[src/rtl/bcd_controle_if.sv]
// Control-side signal bundle between the frequency-meter controller and its digit chain.
// master = controller (bcd_controle); slave = digit chain / pulse source.
interface bcd_controle_if;
    logic sig;
    logic cnt_max_in;
    logic rst_s;
    logic enb;
    logic ld;
    logic ovf;
    logic nova;

    modport master (
        input  sig,
        input  cnt_max_in,
        output rst_s,
        output enb,
        output ld,
        output ovf,
        output nova
    );

    modport slave (
        output sig,
        output cnt_max_in,
        input  rst_s,
        input  enb,
        input  ld,
        input  ovf,
        input  nova
    );
endinterface

[src/rtl/bcd_controle.sv]
// Gate/clear/load sequencer for a 3-digit BCD frequency meter; sticky ovf under BCD_CONTROLE_OVF_HOLD_EN.
// sig rise -> enb two ck edges later; no backpressure, edges in CLEAR/LOAD are dropped.
module bcd_controle #(
    parameter int GATE_CYCLES = 1000
) (
    input  logic           ck,
    input  logic           rst,
    bcd_controle_if.master bus
);
    localparam int GW = $clog2(GATE_CYCLES);

    typedef enum logic [1:0] {CLEAR, COUNT, LOAD} state_t;

    state_t        state;
    state_t        state_nxt;
    logic [GW-1:0] gate_cnt;
    logic          gate_last;
    logic          s1, s2, s3;
    logic          sig_edge;
    logic          ovf_pend;
    logic          ovf_q;
    logic          nova_q;
    logic          rst_s_c;
    logic          enb_c;
    logic          ld_c;

    // Flops reset high so a sig already high at reset release is not seen as a rise.
    always_ff @(posedge ck or posedge rst) begin
        if (rst) begin
            s1 <= 1'b1;
            s2 <= 1'b1;
            s3 <= 1'b1;
        end else begin
            s1 <= bus.sig;
            s2 <= s1;
            s3 <= s2;
        end
    end

    assign sig_edge  = s2 & ~s3;
    assign gate_last = (gate_cnt == GW'(GATE_CYCLES - 1));

    always_ff @(posedge ck or posedge rst) begin
        if (rst) begin
            state <= CLEAR;
        end else begin
            state <= state_nxt;
        end
    end

    always_comb begin
        state_nxt = state;
        rst_s_c   = 1'b0;
        enb_c     = 1'b0;
        ld_c      = 1'b0;
        case (state)
            CLEAR: begin
                rst_s_c   = 1'b1;
                state_nxt = COUNT;
            end
            COUNT: begin
                enb_c = sig_edge;
                if (gate_last) begin
                    state_nxt = LOAD;
                end
            end
            LOAD: begin
                ld_c      = 1'b1;
                state_nxt = CLEAR;
            end
            default: begin
                rst_s_c   = 1'b1;
                state_nxt = CLEAR;
            end
        endcase
    end

    always_ff @(posedge ck or posedge rst) begin
        if (rst) begin
            gate_cnt <= '0;
        end else if (state == COUNT && !gate_last) begin
            gate_cnt <= gate_cnt + GW'(1);
        end else begin
            gate_cnt <= '0;
        end
    end

    // An edge while the chain is at 999 still counts (chain wraps), so remember it.
    always_ff @(posedge ck or posedge rst) begin
        if (rst) begin
            ovf_pend <= 1'b0;
        end else if (state == CLEAR) begin
            ovf_pend <= 1'b0;
        end else if (state == COUNT && sig_edge && bus.cnt_max_in) begin
            ovf_pend <= 1'b1;
        end
    end

    always_ff @(posedge ck or posedge rst) begin
        if (rst) begin
            ovf_q <= 1'b0;
        end else if (state == LOAD) begin
`ifdef BCD_CONTROLE_OVF_HOLD_EN
            ovf_q <= ovf_q | ovf_pend;
`else
            ovf_q <= ovf_pend;
`endif
        end
    end

    always_ff @(posedge ck or posedge rst) begin
        if (rst) begin
            nova_q <= 1'b0;
        end else begin
            nova_q <= (state == LOAD);
        end
    end

    assign bus.rst_s = rst_s_c;
    assign bus.enb   = enb_c;
    assign bus.ld    = ld_c;
    assign bus.ovf   = ovf_q;
    assign bus.nova  = nova_q;
endmodule

[src/flat_wrapper.sv]
// flat-port wrapper written by rule: the top's interface ports become plain ports
module bcd_controle_flat 
#(
    parameter int GATE_CYCLES = 1000
)
  (ck, rst, bus_sig, bus_cnt_max_in, bus_rst_s, bus_enb, bus_ld, bus_ovf, bus_nova);
  bcd_controle_if bus_i ();
  input  logic ck;
  input  logic rst;
  input wire logic [$bits(bus_i.sig)-1:0] bus_sig;
  input wire logic [$bits(bus_i.cnt_max_in)-1:0] bus_cnt_max_in;
  output wire logic [$bits(bus_i.rst_s)-1:0] bus_rst_s;
  output wire logic [$bits(bus_i.enb)-1:0] bus_enb;
  output wire logic [$bits(bus_i.ld)-1:0] bus_ld;
  output wire logic [$bits(bus_i.ovf)-1:0] bus_ovf;
  output wire logic [$bits(bus_i.nova)-1:0] bus_nova;
  assign bus_i.sig = bus_sig;
  assign bus_i.cnt_max_in = bus_cnt_max_in;
  assign bus_rst_s = bus_i.rst_s;
  assign bus_enb = bus_i.enb;
  assign bus_ld = bus_i.ld;
  assign bus_ovf = bus_i.ovf;
  assign bus_nova = bus_i.nova;
  bcd_controle #(.GATE_CYCLES(GATE_CYCLES)) u_core (.ck(ck), .rst(rst), .bus(bus_i));
endmodule
[config.mk]
export PLATFORM = sky130hd
export DESIGN_NAME = bcd_controle_flat
export DESIGN_NICKNAME = d
export VERILOG_FILES = /design/src/rtl/bcd_controle_if.sv /design/src/rtl/bcd_controle.sv /design/src/flat_wrapper.sv
export SDC_FILE = /design/constraint.sdc
export NUM_CORES = 1
export LEC_CHECK = 0
export ABC_CLOCK_PERIOD_IN_PS = 1900
export CAP_MARGIN = 20
export CORE_MARGIN = 8
export CORE_UTILIZATION = 24
export DETAILED_ROUTE_END_ITERATION = 8
export GPL_TIMING_DRIVEN = 0
export SYNTH_ARGS = -nofsm -noshare
export SYNTH_HDL_FRONTEND = slang
export SYNTH_SLANG_ARGS = --single-unit
[constraint.sdc]
create_clock -name ck -period 1.9 [get_ports ck]
set_clock_uncertainty 0.15 [all_clocks]
set_input_delay 0.38 -clock ck [delete_from_list [all_inputs] [get_ports ck]]
set_output_delay 0.38 -clock ck [all_outputs]
set_load 0.005 [all_outputs]
==> impl_metrics.yaml <==
worst_setup_path:
  cpPeakStageDelay_ns: 0.40
  critPathRequiredTime_ns: 1.37
  worstSetupPathType: "reg2out"
  crit_path_end_kind: "output port"
  worstPathCellList: "inv_2, ha_4, inv_4, nor3b_4, buf_2"
  critPathArrivalTime_ns: 1.33
  cp-start-kind: "flop"
  worstPathMaxFanout: 4
  slowest_stage: "dfrtp_1"
synth:
  syn_area_um2: 820
  synth-main-ff-cell: "dfrtp_1"
  syn_avg_cell_area_um2: 11.9
  yosysWarnings: 0
  yosysSeqAreaShare: 0.554
  synth.area.top_cells: "dfrtp_1 46%, dfstp_2 9.6%, ha_1 6.1%, nand3_1 4.3%, nor2_1 3.2%"
  synth.most_common_cell: "dfrtp_1"
  synth_area_leader_cell: "dfrtp_1"
  yosys-top-cells-count: "15 x dfrtp_1, 7 x nand3_1, 7 x nor2_1"
  syn_inst: 69
  syn_nets: 77
  synth-edff-count: 0
  ys_types: 27
  async_reset_ff_frac: 1.00
  synth_top_area_share: 0.458
  ys_ff_latch: 18
global_route:
  grt_pass1_vias: 564
  grt_max_degree: 19
  antenna_found_initial: 0
  grt_pass1_wl_um: 2490
  track_usage: 0.0609
  overflow: 0
drt:
  avgRoutedWirePerCell_um: 10.7
  route.detailed.drc: 0
  vias_per_cell: 4.21
  dr.pass1.iters: 2
  antenna_left: 0
  drtIter0Drc: 7
  drt-total-wl_um: 1400
  vias: 552
cts:
  path_clk_slew_ns: 0.10
  clock_latency_ns: 0.29
  cts_max_level: 1
  cts_tree: "done"
  cts.sink_count: 18
  cts_buffer_depth: 2
  cts-root-buf: "clkbuf_4"
  cts_made_buffers: 3
sta:
  slew_viol_final: 0
  fin_ws_ns: 0.0420
  rsz0062_at_grt: "yes"
  finalCriticalPeriod_ns: 1.86
  tightest_slew_ns: 0.660
  slew_headroom: 0.559
  finalHoldViolCount: 0
  fmax_ghz: 0.538
  timing.final.crit_share: 0.978
  setup_viol: 0
floorplanning:
  coreArea_um2: 3310
  fp.dieH_um: 74.4
  die_w_um: 74.4
  io_pins: 9
  start_util: 0.248
  die_area_um2: 5540
  fp-row-count: 21
pwr:
  p_per_area_nw_per_um2: 607
  ir_drop_uv: 250
  leakage_nw: 0.453
  total_power_w: 0.000641
final_layout:
  drive_above_1_share: 0.306
  num_antenna_cells: 0
  layout.cells.non_filler: 131
  nets: 94
  syn2layout_area_growth_pct: 28.9
place:
  place_ws_ns: -0.302
  place.gp.congestion: 0.734
  dpl.hpwl_um: 1010
  io_buffers: 8
  dp.cells: 123
flow_run:
  max_cap_viol_count: 0
hold_path:
  hp-class: "reg2reg"
run_status:
  outcome: "finished clean"
[logic make-up (layout without fill, tap and decap cells)]
| kind of cell | after synthesis | in the layout | share of synthesized area |
|---|---|---|---|
| AOI/OAI and AO/OA | 7 | 7 | 0.0611 |
| xor gates and xnor gates | 5 | 5 | 0.0534 |
| adders and majority gates | 4 | 4 | 0.0611 |
| buffers and inverters | 5 | 21 | 0.0229 |
| DFF | 18 | 18 | 0.554 |
| muxes | 2 | 2 | 0.0275 |
| and+or+nand+nor | 28 | 28 | 0.220 |
[state kept, by name, indices dropped and copies added, names as in the netlist]
name / flops
u_core.state: 2
u_core.bus.nova: 1
u_core.s3: 1
u_core.gate_cnt: 10
u_core.s1: 1
u_core.s2: 1
u_core.bus.ovf: 1
u_core.ovf_pend: 1
[through the flow]
stage | cell area, um^2 | util | hold slack (ns) | TNS, ns
after CTS | 1020 | 0.307 | 0.214 | -0.258
after floorplan | 820 | - | 0.166 | 0
after global placement | 957 | 0.289 | 0.199 | -0.343
after detailed placement | 957 | 0.289 | 0.199 | -0.302
final | 1060 | 0.319 | 0.212 | 0
after global routing | 1060 | 0.319 | 0.221 | -0.0255
[critical path, delay by kind of cell, from the launching register on]
family        cells  cell delay, ns
flops             1            0.40
simple gates      1            0.19
fa+ha+maj         1            0.16
buf+inv           3            0.29
[layer usage]
layer  track usage  vias up  wire length, um
li1              -      270                -
met1        0.0635      274              605
met2        0.0968        4              714
met3        0.0162        4               20
met4        0.0587        0               64
met5             0        -                0
[cell type report]
class | count | area [um^2]
Clock buffer | 4 | 36.3
Fill cell | 348 | 2250
Inverter | 5 | 21.3
Multi-Input combinational cell | 46 | 375
Sequential cell | 18 | 454
Tap cell | 46 | 57.6
Timing Repair Buffer | 12 | 111
[repair_timing]
item | 4_1_cts | 5_1_grt
hold buffers | 0 | 0
setup endpoints to repair | 3 | 4
buffers inserted | 1 | 3
pin swaps | 1 | 2
resized for setup | 7 | 11
[final timing paths]
| path | from | end | slack [ns] | depth (start not counted) |
|---|---|---|---|---|
| worst max-delay path | u_core.state[1] | bus_enb | 0.04 | 5 |
| worst min-delay path | u_core.s1 | u_core.s2 | 0.21 | 0 |
| worst max register to register | u_core.gate_cnt[3] | u_core.state[0] | 0.11 | 4 |
| worst min register to register | u_core.s1 | u_core.s2 | 0.21 | 0 |
| max in group asynchronous | rst | u_core.gate_cnt[1] | 0.86 | 2 |
| min in group asynchronous | rst | u_core.bus.ovf | 0.32 | 2 |
[power breakdown]
part           leakage [nW]  internal [W]  switching [W]
clock network        0.0210      0.000117       0.000117
logic                 0.211    0.00000811     0.00000867
registers             0.221      0.000389     0.00000188
[layout by cell type (no fill, tap or decap), types with 3 or more instances in the layout]
master / netlist / final
clkdlybuf4s50_1: 0 / 5
dfstp_2: 3 / 3
clkbuf_4: 0 / 3
dfrtp_1: 15 / 15
a21oi_1: 3 / 3
buf_4: 0 / 3
nor2_1: 7 / 7
nand3_1: 7 / 7
a31oi_1: 3 / 3
xor2_1: 3 / 3
No activity file was read; power rests on OpenSTA's default activity.
